`config.mk`:
```
export PLATFORM = sky130hd
export DESIGN_NAME = linreg_mac_engine
export DESIGN_NICKNAME = d
export VERILOG_FILES = /design/src/rtl/linreg_mac_engine.sv
export SDC_FILE = /design/constraint.sdc
export NUM_CORES = 2
export LEC_CHECK = 0
export ABC_CLOCK_PERIOD_IN_PS = 12900
export CELL_PAD_IN_SITES_DETAIL_PLACEMENT = 0
export CELL_PAD_IN_SITES_GLOBAL_PLACEMENT = 2
export CORE_MARGIN = 5
export CORE_UTILIZATION = 35
export DETAILED_ROUTE_END_ITERATION = 6
export GPL_ROUTABILITY_DRIVEN = 1
export GPL_TIMING_DRIVEN = 0
export PLACE_DENSITY = 0.68
export SYNTH_ARGS = -nofsm -noshare
export SYNTH_HDL_FRONTEND = slang
export SYNTH_SLANG_ARGS = --single-unit
```
`constraint.sdc`:
```
create_clock -name clk -period 12.9 [get_ports clk]
set_input_delay 3.225 -clock clk [delete_from_list [all_inputs] [get_ports clk]]
set_output_delay 3.225 -clock clk [all_outputs]
set_load 0.05 [all_outputs]
```
`src/rtl/linreg_mac_engine.sv`:
```
`timescale 1ns/1ps
`default_nettype none
// ============================================================================
// Module   : linreg_mac_engine
// Purpose  : Sequential linear regression, y = INTERCEPT + sum(SLOPE[i]*X[i]),
//            using one shared signed MAC, with an output saturation stage.
// Revision : 1.0  initial release
// ============================================================================
module linreg_mac_engine #(
    parameter int N_FEAT = 3,
    parameter int DATA_W = 16,
    parameter int COEF_W = 24,
    parameter int FRAC_W = 0,
    parameter int ACC_W  = 48,
    parameter int OUT_W  = 32
) (
    input  logic                     clk,
    input  logic                     rst_n,
    input  logic                     coef_we,
    input  logic [3:0]               coef_addr,
    input  logic [COEF_W-1:0]        coef_wdata,
    output logic                     coef_err,
    input  logic                     in_valid,
    output logic                     in_ready,
    input  logic [N_FEAT*DATA_W-1:0] in_x,
    output logic                     out_valid,
    input  logic                     out_ready,
    output logic [OUT_W-1:0]         out_y,
    output logic                     out_ovf
);

    localparam int IDX_W  = 4;
    localparam int PROD_W = DATA_W + COEF_W;

    localparam logic signed [ACC_W-1:0] c_OUT_MAX =
        {{(ACC_W-OUT_W+1){1'b0}}, {(OUT_W-1){1'b1}}};
    localparam logic signed [ACC_W-1:0] c_OUT_MIN =
        {{(ACC_W-OUT_W+1){1'b1}}, {(OUT_W-1){1'b0}}};

    // FIN is the registered saturation stage between the last MAC and DONE
    typedef enum logic [1:0] {
        S_IDLE = 2'd0,
        S_MAC  = 2'd1,
        S_FIN  = 2'd2,
        S_DONE = 2'd3
    } state_t;

    state_t                     r_state;
    logic [IDX_W-1:0]           r_idx;
    logic [N_FEAT*DATA_W-1:0]   r_x;
    logic signed [ACC_W-1:0]    r_acc;
    logic signed [COEF_W-1:0]   r_icpt;
    logic signed [COEF_W-1:0]   r_slope [N_FEAT];
    logic                       r_in_ready;
    logic                       r_out_valid;
    logic [OUT_W-1:0]           r_out_y;
    logic                       r_out_ovf;
    logic                       r_coef_err;

    logic signed [DATA_W-1:0]   w_x_sel;
    logic signed [COEF_W-1:0]   w_slope_sel;
    logic signed [PROD_W-1:0]   w_prod;
    logic signed [ACC_W-1:0]    w_prod_ext;
    logic signed [ACC_W-1:0]    w_acc_next;
    logic signed [ACC_W-1:0]    w_icpt_ext;
    logic signed [ACC_W-1:0]    w_res;
    logic                       w_hs;
    logic                       w_addr_ok;
    logic                       w_coef_ok;

    always_comb begin
        w_x_sel     = '0;
        w_slope_sel = '0;
        for (int i = 0; i < N_FEAT; i++) begin
            if (r_idx == IDX_W'(i)) begin
                w_x_sel     = r_x[i*DATA_W +: DATA_W];
                w_slope_sel = r_slope[i];
            end
        end
    end

    assign w_prod     = PROD_W'(w_x_sel) * PROD_W'(w_slope_sel);
    assign w_prod_ext = {{(ACC_W-PROD_W){w_prod[PROD_W-1]}}, w_prod};
    assign w_acc_next = r_acc + w_prod_ext;
    assign w_icpt_ext = {{(ACC_W-COEF_W){r_icpt[COEF_W-1]}}, r_icpt} <<< FRAC_W;
    assign w_res      = r_acc >>> FRAC_W;

    assign w_hs       = in_valid && r_in_ready;
    assign w_addr_ok  = (coef_addr <= IDX_W'(N_FEAT));
    assign w_coef_ok  = coef_we && (r_state == S_IDLE) && !w_hs && w_addr_ok;

    always_ff @(posedge clk or negedge rst_n) begin
        if (!rst_n) begin
            r_state     <= S_IDLE;
            r_idx       <= '0;
            r_x         <= '0;
            r_acc       <= '0;
            r_icpt      <= '0;
            for (int i = 0; i < N_FEAT; i++) begin
                r_slope[i] <= '0;
            end
            r_in_ready  <= 1'b1;
            r_out_valid <= 1'b0;
            r_out_y     <= '0;
            r_out_ovf   <= 1'b0;
            r_coef_err  <= 1'b0;
        end else begin
            r_coef_err <= coef_we && !w_coef_ok;
            if (w_coef_ok) begin
                if (coef_addr == 4'd0) begin
                    r_icpt <= coef_wdata;
                end
                for (int i = 0; i < N_FEAT; i++) begin
                    if (coef_addr == IDX_W'(i + 1)) begin
                        r_slope[i] <= coef_wdata;
                    end
                end
            end

            case (r_state)
                S_IDLE: begin
                    if (w_hs) begin
                        r_x        <= in_x;
                        r_acc      <= w_icpt_ext;
                        r_idx      <= '0;
                        r_in_ready <= 1'b0;
                        r_state    <= S_MAC;
                    end
                end
                S_MAC: begin
                    r_acc <= w_acc_next;
                    r_idx <= r_idx + IDX_W'(1);
                    if (r_idx == IDX_W'(N_FEAT - 1)) begin
                        r_state <= S_FIN;
                    end
                end
                S_FIN: begin
                    if (w_res > c_OUT_MAX) begin
                        r_out_y   <= c_OUT_MAX[OUT_W-1:0];
                        r_out_ovf <= 1'b1;
                    end else if (w_res < c_OUT_MIN) begin
                        r_out_y   <= c_OUT_MIN[OUT_W-1:0];
                        r_out_ovf <= 1'b1;
                    end else begin
                        r_out_y   <= w_res[OUT_W-1:0];
                        r_out_ovf <= 1'b0;
                    end
                    r_out_valid <= 1'b1;
                    r_state     <= S_DONE;
                end
                S_DONE: begin
                    if (out_ready) begin
                        r_out_valid <= 1'b0;
                        r_in_ready  <= 1'b1;
                        r_state     <= S_IDLE;
                    end
                end
                default: begin
                    r_state <= S_IDLE;
                end
            endcase
        end
    end

    assign coef_err  = r_coef_err;
    assign in_ready  = r_in_ready;
    assign out_valid = r_out_valid;
    assign out_y     = r_out_y;
    assign out_ovf   = r_out_ovf;

endmodule
`default_nettype wire

```
==> results.sh <==
export IMPL_io_buffers=116
export IMPL_finalNetCount=3554
export IMPL_yosys_top_cells_area="fa_1, dfrtp_1, inv_1, ha_1, mux2_2"
export IMPL_drt_first_pass_iters=5
export IMPL_critPathMaxStageDelay_ns=0.79
export IMPL_ff2ff_path_depth=28
export IMPL_required_ns=13.36
export IMPL_wl_per_cell_um=24.6
export IMPL_rsz0062_at_grt="no"
export IMPL_grt_start_max_net_pins=112
export IMPL_worstSetupPathType="reg -> reg"
export IMPL_rows=100
export IMPL_maxSlewViolCount=0
export IMPL_vias=19500
export IMPL_path_max_fanout=10
export IMPL_finalWeightedCongestion=0.869
export IMPL_routed_wl_um=95400
export IMPL_syn_area_um2=26400
export IMPL_drc=0
export IMPL_cp_arrival_ns=11.37
export IMPL_outcome="completed"
export IMPL_drtAntennaViolNets=0
export IMPL_drt_vias_per_instance=5.02
export IMPL_critical_path_slowest_cell="nor4b_1"
export IMPL_worstSetupEndpointType="register"
export IMPL_synth_top_cell_area_share=0.341
export IMPL_fill_cells=7442
export IMPL_drive_above_1_share=0.0819
export IMPL_cts_buffers=31
export IMPL_netlist_instances=2729
export IMPL_clock_sinks=234
export IMPL_cts_root_buf="clkbuf_16"
export IMPL_worst_r2r_setup_slack_ns=1.99
export IMPL_synth_cell_types=73
export IMPL_dpl_cell_area_um2=28900
export IMPL_postCtsSetupBuffers=0
export IMPL_skew_ns=0.0265
export IMPL_ys_ff_latch=234
export IMPL_setup_viol=0
export IMPL_grt_pass1_wl_um=144000
export IMPL_overflow=0
export IMPL_reg2reg_from="r_idx[0]"
export IMPL_synthFlopType="dfrtp_1"
export IMPL_ctsHoldBuffers=0
export IMPL_seq_area_frac_synth=0.222
export IMPL_tritoncts="yes"
export IMPL_min_period_ns=10.91
export IMPL_finalInstanceArea_um2=30000
export IMPL_worst_pin_slew_ns=1.45
export IMPL_core_area_um2=74700
export IMPL_fin_crit_sh=0.846
export IMPL_critPathMostFrequentCell="fa_1"
export IMPL_clockBufferDepth=3
export IMPL_ys_warn_count=0
export IMPL_cap_violations=0
export IMPL_ctsResizeCount=0
export IMPL_postSynthAreaPerCell_um2=9.68
export IMPL_htreeDepth=1
export IMPL_cp_startpoint="r_idx[0]"
export IMPL_dieArea_um2=81100
export IMPL_start_util=0.354
export IMPL_worstSkewPairLatency_ns=0.59
export IMPL_die_h_um=285
export IMPL_drt_iter0_markers=1192
export IMPL_slew_headroom=0.0338
export IMPL_place_hpwl_um=77700
export IMPL_cts_clk_slew_worst_paths_ns=0.06
export IMPL_pin_count=117
export IMPL_ys_async_sr_fraction=1.00
export IMPL_track_usage=0.238
export IMPL_multiInputGateArea_um2=18100
export IMPL_grt_pass1_vias=21600
export IMPL_min_path_type="reg -> reg"
export IMPL_synth_edf_count=0
export IMPL_syn_num_nets=3400
export IMPL_min_to="r_slope[0]"
export IMPL_hp_start="r_slope[0]"
export IMPL_antenna_found_initial=4
export IMPL_hold_viol=0
export IMPL_seq_area_um2=5860
export IMPL_startpoint_type="register"
export IMPL_max_freq_mhz=91.7
export IMPL_holdPathStages=1
export IMPL_synth_area_leader_cell="fa_1"
export IMPL_r2r_end="r_acc[47]"
export IMPL_syn_to_final_growth_pct=13.4
export IMPL_fp_dieW_um=285
==> how the worst max path moves through the flow <==
stage / to / slack (ns) / depth (start not counted)
floorplan: r_acc[47] / 5.15 / 29
global placement: r_acc[18] / -2.07 / 1
detailed placement: r_acc[47] / 2.20 / 28
CTS: r_acc[47] / 2.13 / 28
global route: r_acc[47] / 1.68 / 29
finish: r_acc[47] / 1.99 / 28
==> state kept, by name, summed over array words and instances, names as in the netlist, 2 cells and up <==
signal and flops:
r_slope 72, r_acc 48, r_x 48, out_y 32, r_icpt 24, r_idx 4, r_state 2
==> cell usage in the layout (no fill, tap or decap), types with 10 or more instances in the layout <==
master and instances:
nor2_1 294, fa_1 450, buf_1 12, dfrtp_1 233, mux2i_1 16, a21o_1 55
clkdlybuf4s50_1 115, o21ai_1 20, nand2_1 281, inv_1 539, clkbuf_1 103, ha_1 140
a21oi_1 152, o21ai_0 52, xnor2_1 31, a22oi_1 40, nand2b_1 14, nand4_1 10
mux2_2 145, xor2_1 20, o21bai_1 10, clkbuf_16 31
==> synth_stat cells, types with 12 or more instances <==
library cell and n:
dfrtp_1 233, nand2b_1 14, a22oi_1 40, nand2_1 281, a21oi_1 155, a21o_1 55, clkbuf_1 95, o21ai_1 21
inv_1 539, o21ai_0 52, buf_1 12, nor2_1 295, mux2i_1 16, ha_1 140, xnor2_1 31, fa_1 450
mux2_2 145, xor2_1 20
==> final cells by class <==
cell class                      instances  share of cell area
Antenna cell                            2            0.000167
Buffer                                116              0.0149
Clock buffer                           45              0.0293
Clock inverter                         12             0.00518
Inverter                              540              0.0676
Multi-Input combinational cell       1839               0.604
Sequential cell                       234               0.195
Tap cell                              969              0.0405
Timing Repair Buffer                  121              0.0424
==> per-layer routing <==
| layer | track usage | up-vias | routed length [µm] |
|---|---|---|---|
| li1 | - | 8784 | - |
| met1 | 0.315 | 10200 | 41100 |
| met4 | 0.0541 | 0 | 2470 |
| met2 | 0.418 | 391 | 47700 |
| met3 | 0.0328 | 100 | 4140 |
| met5 | 0 | - | 0 |
==> kinds of logic (layout without fill, tap and decap cells) <==
logic type / after synthesis / after routing / share of synthesized area
buffers and inverters: 656 / 834 / 0.0936
AND/OR/NAND/NOR: 648 / 648 / 0.0995
adder cells (fa/ha/maj): 590 / 590 / 0.407
AO/OA/AOI/OAI: 389 / 389 / 0.0931
flip-flops: 234 / 234 / 0.222
multiplexers: 161 / 161 / 0.0679
XOR/XNOR: 51 / 51 / 0.0169
other: 0 / 2 / 0
==> metrics by stage <==
step | hold WS (ns) | instances | worst slack (ns) | util | setup TNS, ns
floorplan | 0.471 | 2729 | 5.15 | - | 0
CTS | 0.506 | 3876 | 2.13 | 0.401 | 0
global route | 0.511 | 3876 | 1.68 | 0.401 | 0
global placement | 0.487 | 3814 | -2.07 | 0.385 | -473.20
finish | 0.504 | 3878 | 1.99 | 0.401 | 0
detailed placement | 0.493 | 3819 | 2.20 | 0.387 | 0
==> worst max-delay path, delay by kind of cell, from the launching register on <==
kind	cells	cell delay (ns)
fa+ha+maj	8	3.70
compound gates	8	3.05
buf+inv	6	1.73
simple gates	5	1.67
flops	1	0.46
xor+xnor	1	0.15
Power is not shown: default switching activity piles up to over one toggle a cycle in this logic, so the estimate is an artifact.
